===== src/rtl/tm_rb_pkg.sv =====
// Shared constants and width helpers for the reorder-buffer tag scheduler.
package tm_rb_pkg;

  localparam int NUM_TAGS_DEFAULT = 8;

  // A single-tag pool still needs a 1-bit tag so port widths stay legal.
  function automatic int tag_width(input int num_tags);
    return (num_tags > 1) ? $clog2(num_tags) : 1;
  endfunction

  function automatic int cnt_width(input int num_tags);
    return $clog2(num_tags + 1);
  endfunction

endpackage


===== src/rtl/tm_rb_scoreboard.sv =====
// Per-tag arrival bitmap: one set port (response arrival), one clear port (release).
module tm_rb_scoreboard
  import tm_rb_pkg::*;
#(
  parameter int NUM_TAGS  = NUM_TAGS_DEFAULT,
  parameter int WIDTH_TAG = tag_width(NUM_TAGS)
) (
  input  logic                 clk,
  input  logic                 rst,
  input  logic                 set_en,
  input  logic [WIDTH_TAG-1:0] set_tag,
  input  logic                 clr_en,
  input  logic [WIDTH_TAG-1:0] clr_tag,
  input  logic [WIDTH_TAG-1:0] rd_tag,
  output logic                 rd_bit,
  output logic                 set_dup,
  output logic                 set_clr_hit
);

  logic [NUM_TAGS-1:0] bits_q;
  logic [NUM_TAGS-1:0] set_mask;
  logic [NUM_TAGS-1:0] clr_mask;

  always_comb begin
    set_mask = '0;
    clr_mask = '0;
    if (set_en) set_mask[set_tag] = 1'b1;
    if (clr_en) clr_mask[clr_tag] = 1'b1;
  end

  // Clear is applied after set so a same-cycle collision leaves the entry empty.
  always_ff @(posedge clk) begin
    if (rst) bits_q <= '0;
    else     bits_q <= (bits_q | set_mask) & ~clr_mask;
  end

  assign rd_bit      = bits_q[rd_tag];
  assign set_dup     = set_en & bits_q[set_tag];
  assign set_clr_hit = set_en & clr_en & (set_tag == clr_tag);

endmodule


===== src/rtl/tm_rb_tag_scheduler.sv =====
// Circular tag allocator with in-order release of out-of-order responses
// through an externally held reorder buffer indexed by tag.
module tm_rb_tag_scheduler
  import tm_rb_pkg::*;
#(
  parameter int NUM_TAGS  = NUM_TAGS_DEFAULT,
  parameter int WIDTH_TAG = tag_width(NUM_TAGS),
  parameter int WIDTH_CNT = cnt_width(NUM_TAGS)
) (
  input  logic                 clk,
  input  logic                 rst,
  input  logic                 send_valid_in,
  input  logic                 send_ready_in,
  output logic                 send_ready_out,
  output logic [WIDTH_TAG-1:0] send_tag,
  input  logic                 receive_valid_in,
  input  logic [WIDTH_TAG-1:0] receive_tag,
  output logic                 receive_ready_out,
  output logic                 rb_wr_en,
  output logic [WIDTH_TAG-1:0] rb_wr_addr,
  output logic [WIDTH_TAG-1:0] rb_rd_addr,
  output logic                 receive_valid_out,
  input  logic                 receive_ready_in,
  output logic [WIDTH_CNT-1:0] outstanding,
  output logic                 tag_error
);

  logic [WIDTH_TAG-1:0] head_q;
  logic [WIDTH_TAG-1:0] tail_q;
  logic [WIDTH_CNT-1:0] outstanding_q;
  logic                 tag_error_q;

  logic                 full;
  logic                 empty;
  logic                 send_fire;
  logic                 rcv_fire;
  logic                 rel_fire;
  logic                 sb_head;
  logic                 sb_dup;
  logic                 sb_collide;
  logic [WIDTH_TAG-1:0] rcv_offset;
  logic                 out_of_window;
  logic                 err_hit;

  assign full  = (outstanding_q == WIDTH_CNT'(NUM_TAGS));
  assign empty = (outstanding_q == '0);

  assign send_ready_out = send_ready_in & ~full & ~rst;
  assign send_tag       = tail_q;
  assign send_fire      = send_valid_in & send_ready_out;

  // Every outstanding tag owns a buffer slot, so responses are never back-pressured.
  assign receive_ready_out = ~rst;
  assign rcv_fire          = receive_valid_in & receive_ready_out;
  assign rb_wr_en          = rcv_fire;
  assign rb_wr_addr        = receive_tag;

  assign rb_rd_addr        = head_q;
  assign receive_valid_out = sb_head & ~empty & ~rst;
  assign rel_fire          = receive_valid_out & receive_ready_in;

  tm_rb_scoreboard #(
    .NUM_TAGS (NUM_TAGS),
    .WIDTH_TAG(WIDTH_TAG)
  ) u_scoreboard (
    .clk        (clk),
    .rst        (rst),
    .set_en     (rcv_fire),
    .set_tag    (receive_tag),
    .clr_en     (rel_fire),
    .clr_tag    (head_q),
    .rd_tag     (head_q),
    .rd_bit     (sb_head),
    .set_dup    (sb_dup),
    .set_clr_hit(sb_collide)
  );

  // Distance from head wraps naturally in WIDTH_TAG bits; anything at or beyond
  // the outstanding count was never issued (or already released).
  assign rcv_offset    = receive_tag - head_q;
  assign out_of_window = (WIDTH_CNT'(rcv_offset) >= outstanding_q);
  assign err_hit       = rcv_fire & (sb_dup | out_of_window | sb_collide);

  always_ff @(posedge clk) begin
    if (rst) begin
      head_q        <= '0;
      tail_q        <= '0;
      outstanding_q <= '0;
      tag_error_q   <= 1'b0;
    end else begin
      if (send_fire) tail_q <= tail_q + 1'b1;
      if (rel_fire)  head_q <= head_q + 1'b1;
      case ({send_fire, rel_fire})
        2'b10:   outstanding_q <= outstanding_q + 1'b1;
        2'b01:   outstanding_q <= outstanding_q - 1'b1;
        default: outstanding_q <= outstanding_q;
      endcase
      if (err_hit) tag_error_q <= 1'b1;
    end
  end

  assign outstanding = outstanding_q;
  assign tag_error   = tag_error_q;

endmodule

===== config.mk =====
export PLATFORM = sky130hd
export DESIGN_NAME = tm_rb_tag_scheduler
export DESIGN_NICKNAME = d
export VERILOG_FILES = /design/src/rtl/tm_rb_pkg.sv /design/src/rtl/tm_rb_scoreboard.sv /design/src/rtl/tm_rb_tag_scheduler.sv
export SDC_FILE = /design/constraint.sdc
export NUM_CORES = 1
export LEC_CHECK = 0
export CORE_MARGIN = 5
export CORE_UTILIZATION = 47
export CTS_BUF_LIST = sky130_fd_sc_hd__clkbuf_8
export DETAILED_ROUTE_END_ITERATION = 10
export PLACE_DENSITY_LB_ADDON = 0.2
export SYNTH_ARGS = -nofsm -noshare
export SYNTH_HDL_FRONTEND = slang
export SYNTH_SLANG_ARGS = --single-unit

===== constraint.sdc =====
create_clock -name clk -period 2.7 [get_ports clk]
set_input_delay 0.405 -clock clk [delete_from_list [all_inputs] [get_ports clk]]
set_output_delay 0.405 -clock clk [all_outputs]
set_load 0.02 [all_outputs]

==> impl_metrics.toml <==
[power]
p_sw_frac = 0.2697
vdd_drop_max_uv = 284.5
pwr-share-clk = 0.336
power_frac_seq = 0.481
p_per_area_mw_per_mm2 = 354.4
internal_power_mw = 0.4484
combPwrFrac = 0.183
power_leakage_nw = 0.7277
switchingPower_mw = 0.1656

[detailed_routing]
vias = 1184
drt_iter0_markers = 44
ant_nets = 0
viasPerCell = 5.665
wire_per_inst_um = 15.45
drt_wl_total_mm = 3.230
dr.pass1.iters = 4
route.detailed.drc = 0

[hold_path]
hold_start = "send_tag[2]$_SDFFE_PP0P_"
hp-class = "flop to flop"
min_to = "send_tag[2]$_SDFFE_PP0P_"
hold_depth = 2

[global_route]
grt_pass1_vias = 1218
grt_max_degree = 12
grt_pass1_wl_mm = 5.388
antenna_found_initial = 0
grtUsageTotal = 0.1650
grt-ovfl-total = 0

[synth]
synth_common_cells = "dfxtp_1, nor2_1, ha_1, inv_1"
yosys_warnings = 0
yosys.area.top_type = "dfxtp_1"
synth_most_common_cell = "dfxtp_1"
synth_enable_flop_cells = 0
seq_area_frac_synth = 0.2960
synthDistinctLibCells = 37
synth_area_per_cell_um2 = 9.049
ys.flop_type = "dfxtp_1"
synth_top_area_frac = 0.2960
ys_ff_latch = 19
synthesis.nets = 163
synth-async-reset-ratio = 0
syn_inst = 142
yosys-top-cells-area = "dfxtp_1, ha_1, mux2i_1"
syn-cell-area_mm2 = 0.001285

[cells_and_area]
stdcell_area_mm2 = 0.001733
n_fill_cell = 234
final_nets = 200
syn2layout_area_growth_pct = 34.86
drive_above_1_share = 0.2022
fin_util = 0.6451
antennaDiodeCount = 0

[floorplanning]
die_h_um = 62.29
ioPinCount = 27
num_rows = 19
die_width_um = 62.29
die_area_mm2 = 0.003879
core_area_mm2 = 0.002686
start_util = 0.4783

[critical_path]
crit_path_start_kind = "flop"
worst_ep_arrival_time_ns = 2.78
critPathKind = "flop to flop"
rrSetupSlack_ns = 0.07
cp-end-kind = "flop"
crit_path_max_fanout = 6
reg2reg_from = "rb_rd_addr[0]$_SDFFE_PP0P_"
rr_endpoint = "outstanding[3]$_SDFFE_PP0P_"
required_ns = 2.85
reg2reg_depth = 10

[timing]
fmax_mhz = 380.4
final_max_slew_viol_count = 0
worst_pin_slew_ns = 0.3994
finClkSkew_ns = 0.005242
setup_violations = 0
hold_slack_ns = 0.5304
layout_min_cycle_time_ns = 2.629
finalHoldViolations = 0
finalCritPeriodShare = 0.9736
worst_slack_ns = 0.07122
slew_headroom = 0.7329

[clocking]
clock-sinks = 19
ctsHtreeMaxLevel = 1
worstSkewPairLatency_ns = 0.26
ctsHoldBuffers = 0
clk_pin_slew_ns = 0.07
cts.path.max_buffers = 2
root_buffer = "clkbuf_8"
cts_tree = "built"
numCtsBuffers = 3

[placement]
post-place-ws_ns = -0.1298
dpl.hpwl_mm = 2.453
routabilityCongestion = 0.8524
port-buffer-count = 26
dpl-instance-area_mm2 = 0.001629

[run]
max-cap-violations = 0

[outcome]
status = "completed"
==> kinds of logic after synthesis <==
kind of cell / share of synthesized area
AOI/OAI and AO/OA: 0.1646
DFF: 0.2960
buffers and inverters: 0.08276
and+or+nand+nor: 0.1655
adders and majority gates: 0.1285
muxes: 0.1217
xor gates and xnor gates: 0.04090
==> per-layer routing <==
metal | part of all wire | up-vias | track usage
met5 | 0 | - | 0
met4 | 0.015 | 0 | 0.07162
met3 | 0.045 | 4 | 0.01982
met2 | 0.48 | 39 | 0.2642
met1 | 0.46 | 562 | 0.2215
li1 | - | 579 | -
==> layout by cell type, fill, tap and decap left out, drive strengths merged, types with 2 or more instances in the layout <==
cell type	n
a31oi	5
dfxtp	19
inv	10
mux2	3
nand4	3
mux2i	7
and3	3
fa	2
and2	2
clkdlybuf4s50	26
mux4	2
a211oi	3
nor2b	7
buf	17
a21oi	7
nor2	18
xor2	5
nand2	5
a311oi	6
ha	10
clkbuf	3
==> area by class of cell <==
class | count | area [um^2] | share of cell area
clock buffer | 3 | 41.29 | 0.02383
clock inverter | 1 | 5.005 | 0.002888
inverter | 10 | 37.54 | 0.02166
multi-input combinational | 102 | 818.3 | 0.4722
sequential | 19 | 391.6 | 0.2260
tap | 31 | 38.79 | 0.02238
timing repair buffer | 43 | 400.4 | 0.2310
==> worst max-delay path, stage by stage (launching register included) <==
cell and delay [ns]:
dfxtp_4 0.39, buf_12 0.12, mux2i_1 0.24, a31oi_1 0.14, and3_1 0.20, ha_1 0.21, ha_1 0.28, a21o_1 0.20
a21oi_2 0.15, mux2i_1 0.23, mux2_2 0.35
==> state kept, by name, summed over array words and instances (netlist names) <==
signal and flops:
rb_rd_addr 3, outstanding 4, u_scoreboard.bits_q 8, send_tag 3, tag_error 1
==> power by group through the flow <==
stage | combinational [mW] | sequential, mW | clock, mW
final | 0.113 | 0.295 | 0.206
after global routing | 0.122 | 0.296 | 0.227
after CTS | 0.111 | 0.295 | 0.211
after detailed placement | 0.111 | 0.302 | 0
after global placement | 0.108 | 0.301 | 0
after floorplan | 0.0586 | 0.305 | 0
==> worst max-delay path by stage <==
stage / start / to / slack (ns)
after detailed placement: receive_ready_in / outstanding[3]$_SDFFE_PP0P_ / -0.13
after global routing: rb_rd_addr[0]$_SDFFE_PP0P_ / outstanding[3]$_SDFFE_PP0P_ / -0.02
after floorplan: rb_rd_addr[0]$_SDFFE_PP0P_ / outstanding[3]$_SDFFE_PP0P_ / 0.02
final: rb_rd_addr[0]$_SDFFE_PP0P_ / outstanding[3]$_SDFFE_PP0P_ / 0.07
after global placement: receive_ready_in / outstanding[3]$_SDFFE_PP0P_ / -0.02
after CTS: outstanding[1]$_SDFFE_PP0P_ / outstanding[3]$_SDFFE_PP0P_ / 0.02
==> through the flow <==
step / instances / TNS (ns) / power [mW]
floorplan: 142 / 0 / 0.3631
global placement: 202 / -0.02224 / 0.4093
detailed placement: 202 / -0.1298 / 0.4122
CTS: 206 / 0 / 0.6167
global route: 209 / -0.02405 / 0.6456
finish: 209 / 0 / 0.6141
==> repair_timing <==
action,in CTS,in global routing
resized for setup,0,6
endpoints found under the hold margin,0,0
endpoints found under the setup margin,0,1
setup buffers,0,3
Power figures use the tool's default switching activity.
